## src/rtl/load_store_unit_pkg.sv

```systemverilog
// Shared funct3 encodings and FSM state type for the load/store unit.
package lsu_pkg;

    localparam int unsigned XLEN = 32;

    localparam logic [2:0] F3_B  = 3'b000;
    localparam logic [2:0] F3_H  = 3'b001;
    localparam logic [2:0] F3_W  = 3'b010;
    localparam logic [2:0] F3_BU = 3'b100;
    localparam logic [2:0] F3_HU = 3'b101;

    typedef enum logic [0:0] {
        IDLE   = 1'b0,
        SECOND = 1'b1
    } lsu_state_t;

endpackage

```

## src/rtl/load_store_unit_if.sv

```systemverilog
// Core request / data-memory port bundle; slave = LSU side, master = core+memory side.
interface lsu_if;
    import lsu_pkg::*;

    logic            req_valid;
    logic            req_we;
    logic [2:0]      req_funct3;
    logic [XLEN-1:0] req_addr;
    logic [XLEN-1:0] req_wdata;
    logic            stall;
    logic [XLEN-1:0] load_data;
    logic            misaligned_err;
    logic [XLEN-1:0] mem_addr;
    logic            mem_re;
    logic            mem_we;
    logic [XLEN-1:0] mem_wdata;
    logic [XLEN-1:0] mem_rdata;

    modport slave (
        input  req_valid, req_we, req_funct3, req_addr, req_wdata, mem_rdata,
        output stall, load_data, misaligned_err, mem_addr, mem_re, mem_we, mem_wdata
    );

    modport master (
        output req_valid, req_we, req_funct3, req_addr, req_wdata, mem_rdata,
        input  stall, load_data, misaligned_err, mem_addr, mem_re, mem_we, mem_wdata
    );
endinterface

```

## src/rtl/load_store_unit_lane_align.sv

```systemverilog
// Byte-lane steering: store merge into the read word and load extract/extend.
// The access is viewed as a 64-bit window {upper word, lower word}; phase picks the word.
module lsu_lane_align
    import lsu_pkg::*;
(
    input  logic            i_phase,
    input  logic [1:0]      i_offset,
    input  logic [2:0]      i_funct3,
    input  logic [XLEN-1:0] i_wdata,
    input  logic [XLEN-1:0] i_rdata,
    input  logic [XLEN-1:0] i_lo_buf,
    output logic [2:0]      o_size_c,
    output logic [XLEN-1:0] o_wdata_c,
    output logic [XLEN-1:0] o_load_c
);

    logic [3:0]      w_len_mask;
    logic [7:0]      w_lanes;
    logic [3:0]      w_be;
    logic [XLEN-1:0] w_bmask;
    logic [63:0]     w_wshift;
    logic [XLEN-1:0] w_wpart;
    logic [63:0]     w_rd64;
    logic [XLEN-1:0] w_raw;

    // Access size from funct3[1:0]; unused codes fall back to a full word.
    always_comb begin
        o_size_c   = 3'd4;
        w_len_mask = 4'b1111;
        case (i_funct3[1:0])
            2'b00:   begin o_size_c = 3'd1; w_len_mask = 4'b0001; end
            2'b01:   begin o_size_c = 3'd2; w_len_mask = 4'b0011; end
            default: begin o_size_c = 3'd4; w_len_mask = 4'b1111; end
        endcase
    end

    // Store path: shift data to its lanes and merge under this phase's byte enables.
    always_comb begin
        w_lanes  = 8'(w_len_mask) << i_offset;
        w_be     = i_phase ? w_lanes[7:4] : w_lanes[3:0];
        w_wshift = 64'(i_wdata) << {i_offset, 3'b000};
        w_wpart  = i_phase ? w_wshift[63:32] : w_wshift[31:0];
        w_bmask  = '0;
        for (int b = 0; b < 4; b++) begin
            w_bmask[b*8 +: 8] = {8{w_be[b]}};
        end
        o_wdata_c = (i_rdata & ~w_bmask) | (w_wpart & w_bmask);
    end

    // Load path: in the second phase the low bytes come from the buffered first word.
    always_comb begin
        w_rd64 = i_phase ? {i_rdata, i_lo_buf} : {32'h0, i_rdata};
        w_raw  = 32'(w_rd64 >> {i_offset, 3'b000});
        case (i_funct3[1:0])
            2'b00:   o_load_c = i_funct3[2] ? {24'h0, w_raw[7:0]}  : {{24{w_raw[7]}},  w_raw[7:0]};
            2'b01:   o_load_c = i_funct3[2] ? {16'h0, w_raw[15:0]} : {{16{w_raw[15]}}, w_raw[15:0]};
            default: o_load_c = w_raw;
        endcase
    end

endmodule

```

## src/rtl/load_store_unit.sv

```systemverilog
// Load/store unit: word-port translation, RMW sub-word stores, two-phase crossing accesses.
module load_store_unit
    import lsu_pkg::*;
#(
    parameter bit MISALIGNED_EN = 1'b1
) (
    input  logic  clk,
    input  logic  rst,
    lsu_if.slave  bus
);

    lsu_state_t      r_state;
    lsu_state_t      w_state_nxt;
    logic [XLEN-1:0] r_lo_buf;
    logic [XLEN-1:0] w_lo_nxt;

    logic [1:0]      w_offset;
    logic [2:0]      w_size;
    logic            w_phase;
    logic            w_cross;
    logic            w_misal;
    logic            w_err;
    logic [XLEN-1:0] w_merged;
    logic [XLEN-1:0] w_load;

    assign w_offset = bus.req_addr[1:0];
    assign w_phase  = (r_state == SECOND);
    assign w_cross  = (3'(w_offset) + w_size) > 3'd4;

    lsu_lane_align u_lane_align (
        .i_phase   (w_phase),
        .i_offset  (w_offset),
        .i_funct3  (bus.req_funct3),
        .i_wdata   (bus.req_wdata),
        .i_rdata   (bus.mem_rdata),
        .i_lo_buf  (r_lo_buf),
        .o_size_c  (w_size),
        .o_wdata_c (w_merged),
        .o_load_c  (w_load)
    );

    // Natural-alignment test: offset must be a multiple of the access size.
    always_comb begin
        case (w_size)
            3'd1:    w_misal = 1'b0;
            3'd2:    w_misal = w_offset[0];
            default: w_misal = (w_offset != 2'b00);
        endcase
        w_err = !MISALIGNED_EN && bus.req_valid && w_misal && !rst;
    end

    // State and first-word load buffer.
    always_ff @(posedge clk or posedge rst) begin
        if (rst) begin
            r_state  <= IDLE;
            r_lo_buf <= '0;
        end else begin
            r_state  <= w_state_nxt;
            r_lo_buf <= w_lo_nxt;
        end
    end

    // Next state and memory-port / core-side outputs; reset forces everything quiet.
    always_comb begin
        w_state_nxt        = r_state;
        w_lo_nxt           = r_lo_buf;
        bus.stall          = 1'b0;
        bus.load_data      = '0;
        bus.misaligned_err = w_err;
        bus.mem_addr       = {bus.req_addr[31:2], 2'b00};
        bus.mem_re         = 1'b0;
        bus.mem_we         = 1'b0;
        bus.mem_wdata      = w_merged;

        if (r_state == SECOND) begin
            w_state_nxt  = IDLE;
            bus.mem_addr = {bus.req_addr[31:2] + 30'd1, 2'b00};
            if (bus.req_valid && !rst) begin
                bus.mem_re = 1'b1;
                bus.mem_we = bus.req_we;
                if (!bus.req_we) begin
                    bus.load_data = w_load;
                end
            end
        end else if (bus.req_valid && !rst && !w_err) begin
            bus.mem_re = !bus.req_we || !(w_size == 3'd4 && w_offset == 2'b00);
            bus.mem_we = bus.req_we;
            if (MISALIGNED_EN && w_cross) begin
                bus.stall   = 1'b1;
                w_state_nxt = SECOND;
                if (!bus.req_we) begin
                    w_lo_nxt = bus.mem_rdata;
                end
            end else if (!bus.req_we) begin
                bus.load_data = w_load;
            end
        end
    end

endmodule

```

## src/flat_wrapper.sv

```systemverilog
// flat-port wrapper written by rule: the top's interface ports become plain ports
module load_store_unit_flat import lsu_pkg::*;
#(
    parameter bit MISALIGNED_EN = 1'b1
)
  (clk, rst, bus_req_valid, bus_req_we, bus_req_funct3, bus_req_addr, bus_req_wdata, bus_mem_rdata, bus_stall, bus_load_data, bus_misaligned_err, bus_mem_addr, bus_mem_re, bus_mem_we, bus_mem_wdata);
  lsu_if bus_i ();
  input  logic clk;
  input  logic rst;
  input wire logic [$bits(bus_i.req_valid)-1:0] bus_req_valid;
  input wire logic [$bits(bus_i.req_we)-1:0] bus_req_we;
  input wire logic [$bits(bus_i.req_funct3)-1:0] bus_req_funct3;
  input wire logic [$bits(bus_i.req_addr)-1:0] bus_req_addr;
  input wire logic [$bits(bus_i.req_wdata)-1:0] bus_req_wdata;
  input wire logic [$bits(bus_i.mem_rdata)-1:0] bus_mem_rdata;
  output wire logic [$bits(bus_i.stall)-1:0] bus_stall;
  output wire logic [$bits(bus_i.load_data)-1:0] bus_load_data;
  output wire logic [$bits(bus_i.misaligned_err)-1:0] bus_misaligned_err;
  output wire logic [$bits(bus_i.mem_addr)-1:0] bus_mem_addr;
  output wire logic [$bits(bus_i.mem_re)-1:0] bus_mem_re;
  output wire logic [$bits(bus_i.mem_we)-1:0] bus_mem_we;
  output wire logic [$bits(bus_i.mem_wdata)-1:0] bus_mem_wdata;
  assign bus_i.req_valid = bus_req_valid;
  assign bus_i.req_we = bus_req_we;
  assign bus_i.req_funct3 = bus_req_funct3;
  assign bus_i.req_addr = bus_req_addr;
  assign bus_i.req_wdata = bus_req_wdata;
  assign bus_i.mem_rdata = bus_mem_rdata;
  assign bus_stall = bus_i.stall;
  assign bus_load_data = bus_i.load_data;
  assign bus_misaligned_err = bus_i.misaligned_err;
  assign bus_mem_addr = bus_i.mem_addr;
  assign bus_mem_re = bus_i.mem_re;
  assign bus_mem_we = bus_i.mem_we;
  assign bus_mem_wdata = bus_i.mem_wdata;
  load_store_unit #(.MISALIGNED_EN(MISALIGNED_EN)) u_core (.clk(clk), .rst(rst), .bus(bus_i));
endmodule
```

## config.mk

```make
export PLATFORM = sky130hd
export DESIGN_NAME = load_store_unit_flat
export DESIGN_NICKNAME = d
export VERILOG_FILES = /design/src/rtl/load_store_unit_pkg.sv /design/src/rtl/load_store_unit_if.sv /design/src/rtl/load_store_unit_lane_align.sv /design/src/rtl/load_store_unit.sv /design/src/flat_wrapper.sv
export SDC_FILE = /design/constraint.sdc
export NUM_CORES = 1
export LEC_CHECK = 0
export CORE_UTILIZATION = 45
export CTS_CLUSTER_SIZE = 40
export DETAILED_ROUTE_END_ITERATION = 6
export HOLD_SLACK_MARGIN = 0.1
export PLACE_DENSITY = 0.83
export SLEW_MARGIN = 10
export SYNTH_ARGS = -nofsm -noshare
export SYNTH_HDL_FRONTEND = slang
export SYNTH_SLANG_ARGS = --single-unit
```

## constraint.sdc

```tcl
create_clock -name clk -period 4.3 [get_ports clk]
set_input_delay 0.86 -clock clk [delete_from_list [all_inputs] [get_ports clk]]
set_output_delay 0.86 -clock clk [all_outputs]
set_load 0.01 [all_outputs]
```

**Yosys cells after proc, flatten, opt, wreduce, memory -nomap -nowiden**

Index checks and enable logic that the tools add are counted.

- Output and inout bits: 100
- Register bits after elaboration: 33
- Logic and storage cells: 46

- Magnitude comparators: 1
- Shift-type cells: 3
- Bitwise operators: 6
- Eq/ne operators: 2
- Add/sub/neg operators: 2
- Reductions and logical operators: 9
- Multiplexer cells: 21

Operators with widths:

| kind | number |
|---|---|
| $mux W32 | 9 |
| $and A32 B32 Y32 | 2 |
| $mux W64 | 1 |
| $pmux W32 S2 | 1 |
| $shl A32 B5 Y64 | 1 |
| $shr A64 B5 Y32 | 1 |
| $not A32 Y32 | 1 |
| $or A32 B32 Y32 | 1 |
| $add A30 B1 Y30 const B | 1 |
| $pmux W4 S2 | 1 |
| $shl A4 B2 Y8 | 1 |
| $mux W1 | 7 |
| $pmux W3 S2 | 1 |
| $logic_not A2 Y1 | 2 |
| $mux W4 | 1 |
| $reduce_and A4 Y1 | 1 |
| $add A2 B3 Y3 | 1 |
| $eq A3 B3 Y1 const B | 1 |
| $gt A3 B3 Y1 const B | 1 |
| $logic_not A1 Y1 | 3 |
| $eq A2 B1 Y1 const B | 1 |
| $logic_and A1 B1 Y1 | 2 |
| $not A1 Y1 | 2 |
| $logic_or A1 B1 Y1 | 1 |

**Depth between registers and ports, before layout**

Gate-level depths: netlist of run 1.

- Word-level depth: 8
- Mapped depth: 11
- Depth with buffers taken out: 8

**Cells and area by module**

A second synthesis of run 1 with hierarchy kept.

- Cells, all modules: 556
- Area, all modules: 4752.1 um^2

Modules (own cells, without submodules):

| module | seq. area each (um^2) | area an instance (um^2) | cells an instance | instances |
|---|---|---|---|---|
| lsu_lane_align | 0.0 | 2560.0 | 345 | 1 |
| load_store_unit | 825.8 | 2192.1 | 211 | 1 |

**Least setup slack after synthesis of run 1**

Ideal clock, no wire load.

- Path kind: input port to output port
- From: in bus_req_addr[1]
- To: out bus_load_data[27]
- Path buffers: 4
- Stages on the path: 9
- Required time: 3440 ps
- Setup slack: 392 ps
- Data arrival time: 3048 ps
- Cells stage by stage: buf_2 > inv_2 > buf_2 > clkbuf_1 > fa_1 > a21oi_1 > a211o_1 > clkbuf_1 > a311oi_1

- Cells in the longest elaborated chain, start to end: 7

Ends and longest elaborated chain:

| what | line | text |
|---|---|---|
| start, declared | flat_wrapper.sv:13 | `input wire logic [$bits(bus_i.req_addr)-1:0] bus_req_addr;` |
| $shr A64 B5 Y32 | load_store_unit_lane_align.sv:53 | `w_raw = 32'(w_rd64 >> {i_offset, 3'b000});` |
| $mux W32 (on tied branches) | load_store_unit_lane_align.sv:56, load_store_unit_lane_align.sv:55 |  |
| $pmux W32 S2 | load_store_unit_lane_align.sv:54 | `case (i_funct3[1:0])` |
| $mux W32 | load_store_unit.sv:81, load_store_unit.sv:94 |  |
| $mux W32 | load_store_unit.sv:88 | `if (MISALIGNED_EN && w_cross) begin` |
| $mux W32 | load_store_unit.sv:85 | `end else if (bus.req_valid && !rst && !w_err) begin` |
| $mux W32 * | load_store_unit.sv:75 | `if (r_state == SECOND) begin` |
| end, declared | flat_wrapper.sv:17 | `output wire logic [$bits(bus_i.load_data)-1:0] bus_load_data;` |

Every way passes the cells marked *; elsewhere a longest branch is shown, timed or not.

**Worst setup path in the final report of run 1**

- From: in bus_req_funct3[1]
- To: out bus_load_data[27]

- Cells in the longest elaborated chain, start to end: 7

Ends and longest elaborated chain:

| what | line | text |
|---|---|---|
| start, declared | flat_wrapper.sv:12 | `input wire logic [$bits(bus_i.req_funct3)-1:0] bus_req_funct3;` |
| $eq A2 B1 Y1 / $logic_not A2 Y1 (equally long branches) | load_store_unit_lane_align.sv:30, load_store_unit_lane_align.sv:54 |  |
| $pmux W3 S2 | load_store_unit_lane_align.sv:30 | `case (i_funct3[1:0])` |
| $add A2 B3 Y3 | load_store_unit.sv:28 | `assign w_cross = (3'(w_offset) + w_size) > 3'd4;` |
| $gt A3 B3 Y1 | load_store_unit.sv:28 |  |
| $mux W32 | load_store_unit.sv:88 |  |
| $mux W32 | load_store_unit.sv:85 |  |
| $mux W32 * | load_store_unit.sv:75 |  |

Marks and branches as above.

==> flow_metrics.py, run 1 <==
metrics = {
    "setup_path": {
        "arrival_ns": 3.34,
        "crit_path_start_kind": "input pin",
        "critPathMaxFanout": 17,
        "crit_path_end_kind": "output port",
        "critical_path_required_ns": 3.44,
        "slowest_stage": "fa_1",
        "path_class": "input pin to output port",
        "crit_chain": "clkdlybuf4s50_1 -> nor2_2 -> ha_1 -> inv_1 -> fa_1 -> a21oi_1 -> a211o_1 -> buf_4 -> a311oi_2 -> clkdlybuf4s15_1",
        "critPathMaxStageDelay_ns": 0.49,
    },
    "drt": {
        "vias": 5502,
        "vias_per_cell": 6.20,
        "drtIter0Drc": 481,
        "drc_errors": 0,
        "detail_route.first_pass.iterations": 5,
        "ant_nets": 0,
        "detail_route.wl_per_cell_um": 20.9,
        "routed_wl_um": 18600,
    },
    "clock_tree": {
        "clkTransAtPathRegs_ns": 0.07,
        "cts_sinks": 33,
        "clockRootBuffer": "clkbuf_8",
        "cts_hold_buf": 0,
        "max-clock-path-buffers": 2,
        "cts_tree": "yes",
        "cts_made_buffers": 5,
        "cts.htree.levels": 2,
        "clk_latency_ns": 0.29,
        "postCtsSetupRepairBufs": 0,
    },
    "sta": {
        "final-hold-violation-count": 0,
        "rsz0062_at_grt": "true",
        "post-route-min-period_ns": 4.20,
        "tightest_slew_ns": 0.709,
        "setup_viol": 0,
        "clock_skew_ns": 0.00341,
        "fmax_mhz": 238,
        "finalCritPeriodShare_pct": 97.7,
        "slew_violations": 0,
        "worst_slack_ns": 0.0991,
        "slew_headroom_pct": 52.7,
    },
    "floorplan": {
        "fp.dieW_um": 107,
        "core-area_um2": 10800,
        "ios": 203,
        "start_util_pct": 46.1,
        "fp.dieArea_um2": 11500,
        "chipHeight_um": 107,
        "rows": 38,
    },
    "grt": {
        "grt_antenna_before_repair": 0,
        "grt_pass1_vias": 5433,
        "grt-ovfl-total": 0,
        "grt_pass1_wl_um": 28500,
        "grt_max_degree": 67,
        "grt_util_all_layers_pct": 31.9,
    },
    "synth": {
        "synth_area_leaders": "dfrtp_1, mux2_2, mux2i_1",
        "synth_top_area_share_pct": 16.5,
        "synth_seq_area_share_pct": 16.5,
        "synth_top_area_cell": "dfrtp_1",
        "async_flop_share_pct": 100,
        "syn-mean-instance-area_um2": 9.09,
        "netlist_area_um2": 5000,
        "yosysWarnings": 0,
        "synth_edf_count": 0,
        "synth_ff_type": "dfrtp_1",
        "ys_types": 62,
        "yosys_register_bits": 33,
        "syn_inst": 550,
    },
    "layout": {
        "final_layout_size_suffix_gt1_share_pct": 22.2,
        "nNetsFinal": 854,
        "diodes": 0,
        "area_delta_synth_final_pct": 46.2,
    },
    "placed_design": {
        "io_buffers": 199,
        "place_congestion": 0.913,
        "dp_slack_ns": -0.226,
        "dpl.hpwl_um": 14100,
    },
    "power": {
        "peakVddDrop_uv": 138,
        "powerDensity_nw_per_um2": 227,
        "p_leak_nw": 3.03,
        "power_w": 0.00166,
    },
    "run": {
        "maxCapViolations": 0,
    },
    "worst_hold_path": {
        "hp-class": "flip-flop to flip-flop",
    },
    "status": {
        "status": "finished, final reports clean",
    },
}
[power breakdown]
part           switching, W  internal (W)
sequential        0.0000846      0.000416
clock              0.000126      0.000189
combinational      0.000372      0.000471
total              0.000582       0.00108
[worst max-delay path, delay by kind of cell]
kind                       cells  cell delay [ns]
adders and majority gates      2             0.65
and+or+nand+nor                1             0.14
buffers and inverters          4             0.97
AOI/OAI and AO/OA              3             0.72
[cell usage in the layout (no fill, tap or decap), types with 3 or more instances in the layout]
cell type,instances
clkdlybuf4s50_1,166
mux2i_1,80
mux2_2,72
nand2_1,39
buf_4,36
dfrtp_1,32
a21oi_1,26
xnor2_1,17
nand2b_1,16
nand3_1,16
o21ai_0,16
o2bb2ai_1,15
clkbuf_2,15
mux4_2,14
xor2_1,13
dlygate4sd2_1,11
nor2_1,10
nor3_1,9
a31oi_1,9
a22oi_1,9
o22ai_1,9
and3_1,8
nand4_1,7
a311oi_1,7
o21bai_1,7
or2_0,7
a22o_1,7
inv_1,6
clkbuf_8,6
clkdlybuf4s15_1,5
buf_12,5
and4_1,4
and2_1,3
ha_1,3
conb_1,3
[registers in the layout (all words and copies together), names as in the netlist]
register,cells
u_core.r_state,1
u_core.r_lo_buf,32
[cell type report]
cell class / instances / area (um2)
Multi-Input combinational cell: 458 / 3880
Fill cell: 860 / 3530
Timing Repair Buffer: 240 / 2280
Sequential cell: 33 / 827
Tap cell: 140 / 175
Clock buffer: 7 / 86.3
Inverter: 9 / 33.8
Clock inverter: 1 / 30.0
[metal layers]
| metal | GRT usage (%) | wire length [um] | vias to the layer above |
|---|---|---|---|
| li1 | - | - | 2467 |
| met1 | 39.2 | 7260 | 2627 |
| met2 | 53.1 | 8740 | 350 |
| met3 | 6.60 | 1850 | 58 |
| met4 | 15.0 | 747 | 0 |
| met5 | 0 | 0 | - |
[timing repair]
| item | in CTS | in global routing |
|---|---|---|
| pin swaps | 1 | 1 |
| cloned | 0 | 0 |
| gates resized for setup | 32 | 45 |
| setup endpoints to repair | 37 | 27 |
[through the flow]
step | area, um2 | TNS, ns | std cells | util (%) | hold WS (ns)
6_report | 7310 | 0 | 888 | 67.4 | 0.513
5_1_grt | 7310 | -0.0762 | 888 | 67.4 | 0.527
4_1_cts | 7340 | 0 | 888 | 67.7 | 0.513
3_5_place_dp | 7260 | -4.60 | 880 | 66.9 | 0.497
3_3_place_gp | 7260 | -3.89 | 880 | 66.9 | 0.486
2_1_floorplan | 5010 | 0 | 552 | - | 0.479
[final timing paths]
check | from | end | slack, ns | cells past startpoint
max in group asynchronous | rst | u_core.r_state$_DFF_PP0_ | 2.94 | 3
worst max-delay path | bus_req_funct3[1] | bus_load_data[27] | 0.1 | 10
min in group asynchronous | rst | u_core.r_lo_buf[7]$_DFFE_PP0P_ | 1.03 | 3
worst min register to register | u_core.r_lo_buf[15]$_DFFE_PP0P_ | u_core.r_lo_buf[15]$_DFFE_PP0P_ | 0.51 | 1
worst max register to register | u_core.r_state$_DFF_PP0_ | u_core.r_lo_buf[17]$_DFFE_PP0P_ | 2.04 | 5
worst min-delay path | u_core.r_lo_buf[15]$_DFFE_PP0P_ | u_core.r_lo_buf[15]$_DFFE_PP0P_ | 0.51 | 1
[synth_stat cells, types with 2 or more instances]
| cell | count |
|---|---|
| mux2i_1 | 80 |
| mux2_2 | 72 |
| nand2_1 | 39 |
| dfrtp_1 | 33 |
| a21oi_1 | 26 |
| clkbuf_1 | 18 |
| buf_2 | 17 |
| xnor2_1 | 17 |
| nand2b_1 | 16 |
| nand3_1 | 16 |
| o21ai_0 | 16 |
| o2bb2ai_1 | 15 |
| mux4_2 | 14 |
| xor2_1 | 13 |
| nor2_1 | 11 |
| a22oi_1 | 9 |
| a31oi_1 | 9 |
| buf_4 | 9 |
| nor3_1 | 9 |
| o22ai_1 | 9 |
| a311oi_1 | 8 |
| and3_1 | 8 |
| a22o_1 | 7 |
| nand4_1 | 7 |
| o21bai_1 | 7 |
| or2_0 | 7 |
| inv_1 | 6 |
| buf_6 | 5 |
| and4_1 | 4 |
| and2_1 | 3 |
| buf_1 | 3 |
| ha_1 | 3 |
| inv_2 | 2 |
| nor2b_1 | 2 |
| o211ai_1 | 2 |
| o32ai_1 | 2 |
[logic make-up (layout without fill, tap and decap cells)]
group / after synthesis / in the layout / share of synthesized area (%)
buffers and inverters: 61 / 257 / 6.43
xor gates and xnor gates: 30 / 30 / 5.26
adders and majority gates: 4 / 4 / 1.15
AOI/OAI and AO/OA: 119 / 119 / 16.5
DFF: 33 / 33 / 16.5
other: 1 / 3 / 0.0750
and+or+nand+nor: 134 / 134 / 14.8
muxes: 168 / 168 / 39.3
(Power assumes the default switching activity.)
==> run 2: changes to the inputs <==
--- a/config.mk
+++ b/config.mk
@@ -6,6 +6,7 @@
 export NUM_CORES = 1
 export LEC_CHECK = 0
 export CORE_UTILIZATION = 45
+export CTS_CLUSTER_DIAMETER = 60
 export CTS_CLUSTER_SIZE = 40
 export DETAILED_ROUTE_END_ITERATION = 6
 export HOLD_SLACK_MARGIN = 0.1
==> results of run 2 <==
Same layout as run 1: the final DEF is identical, and so are final timing and power.
==> run 3: changes to the inputs <==
--- a/config.mk
+++ b/config.mk
@@ -9,6 +9,7 @@
 export CTS_CLUSTER_DIAMETER = 60
 export CTS_CLUSTER_SIZE = 40
 export DETAILED_ROUTE_END_ITERATION = 6
+export GPL_ROUTABILITY_DRIVEN = 1
 export HOLD_SLACK_MARGIN = 0.1
 export PLACE_DENSITY = 0.83
 export SLEW_MARGIN = 10
==> results of run 3 <==
Same layout as run 1: the final DEF is identical, and so are final timing and power.
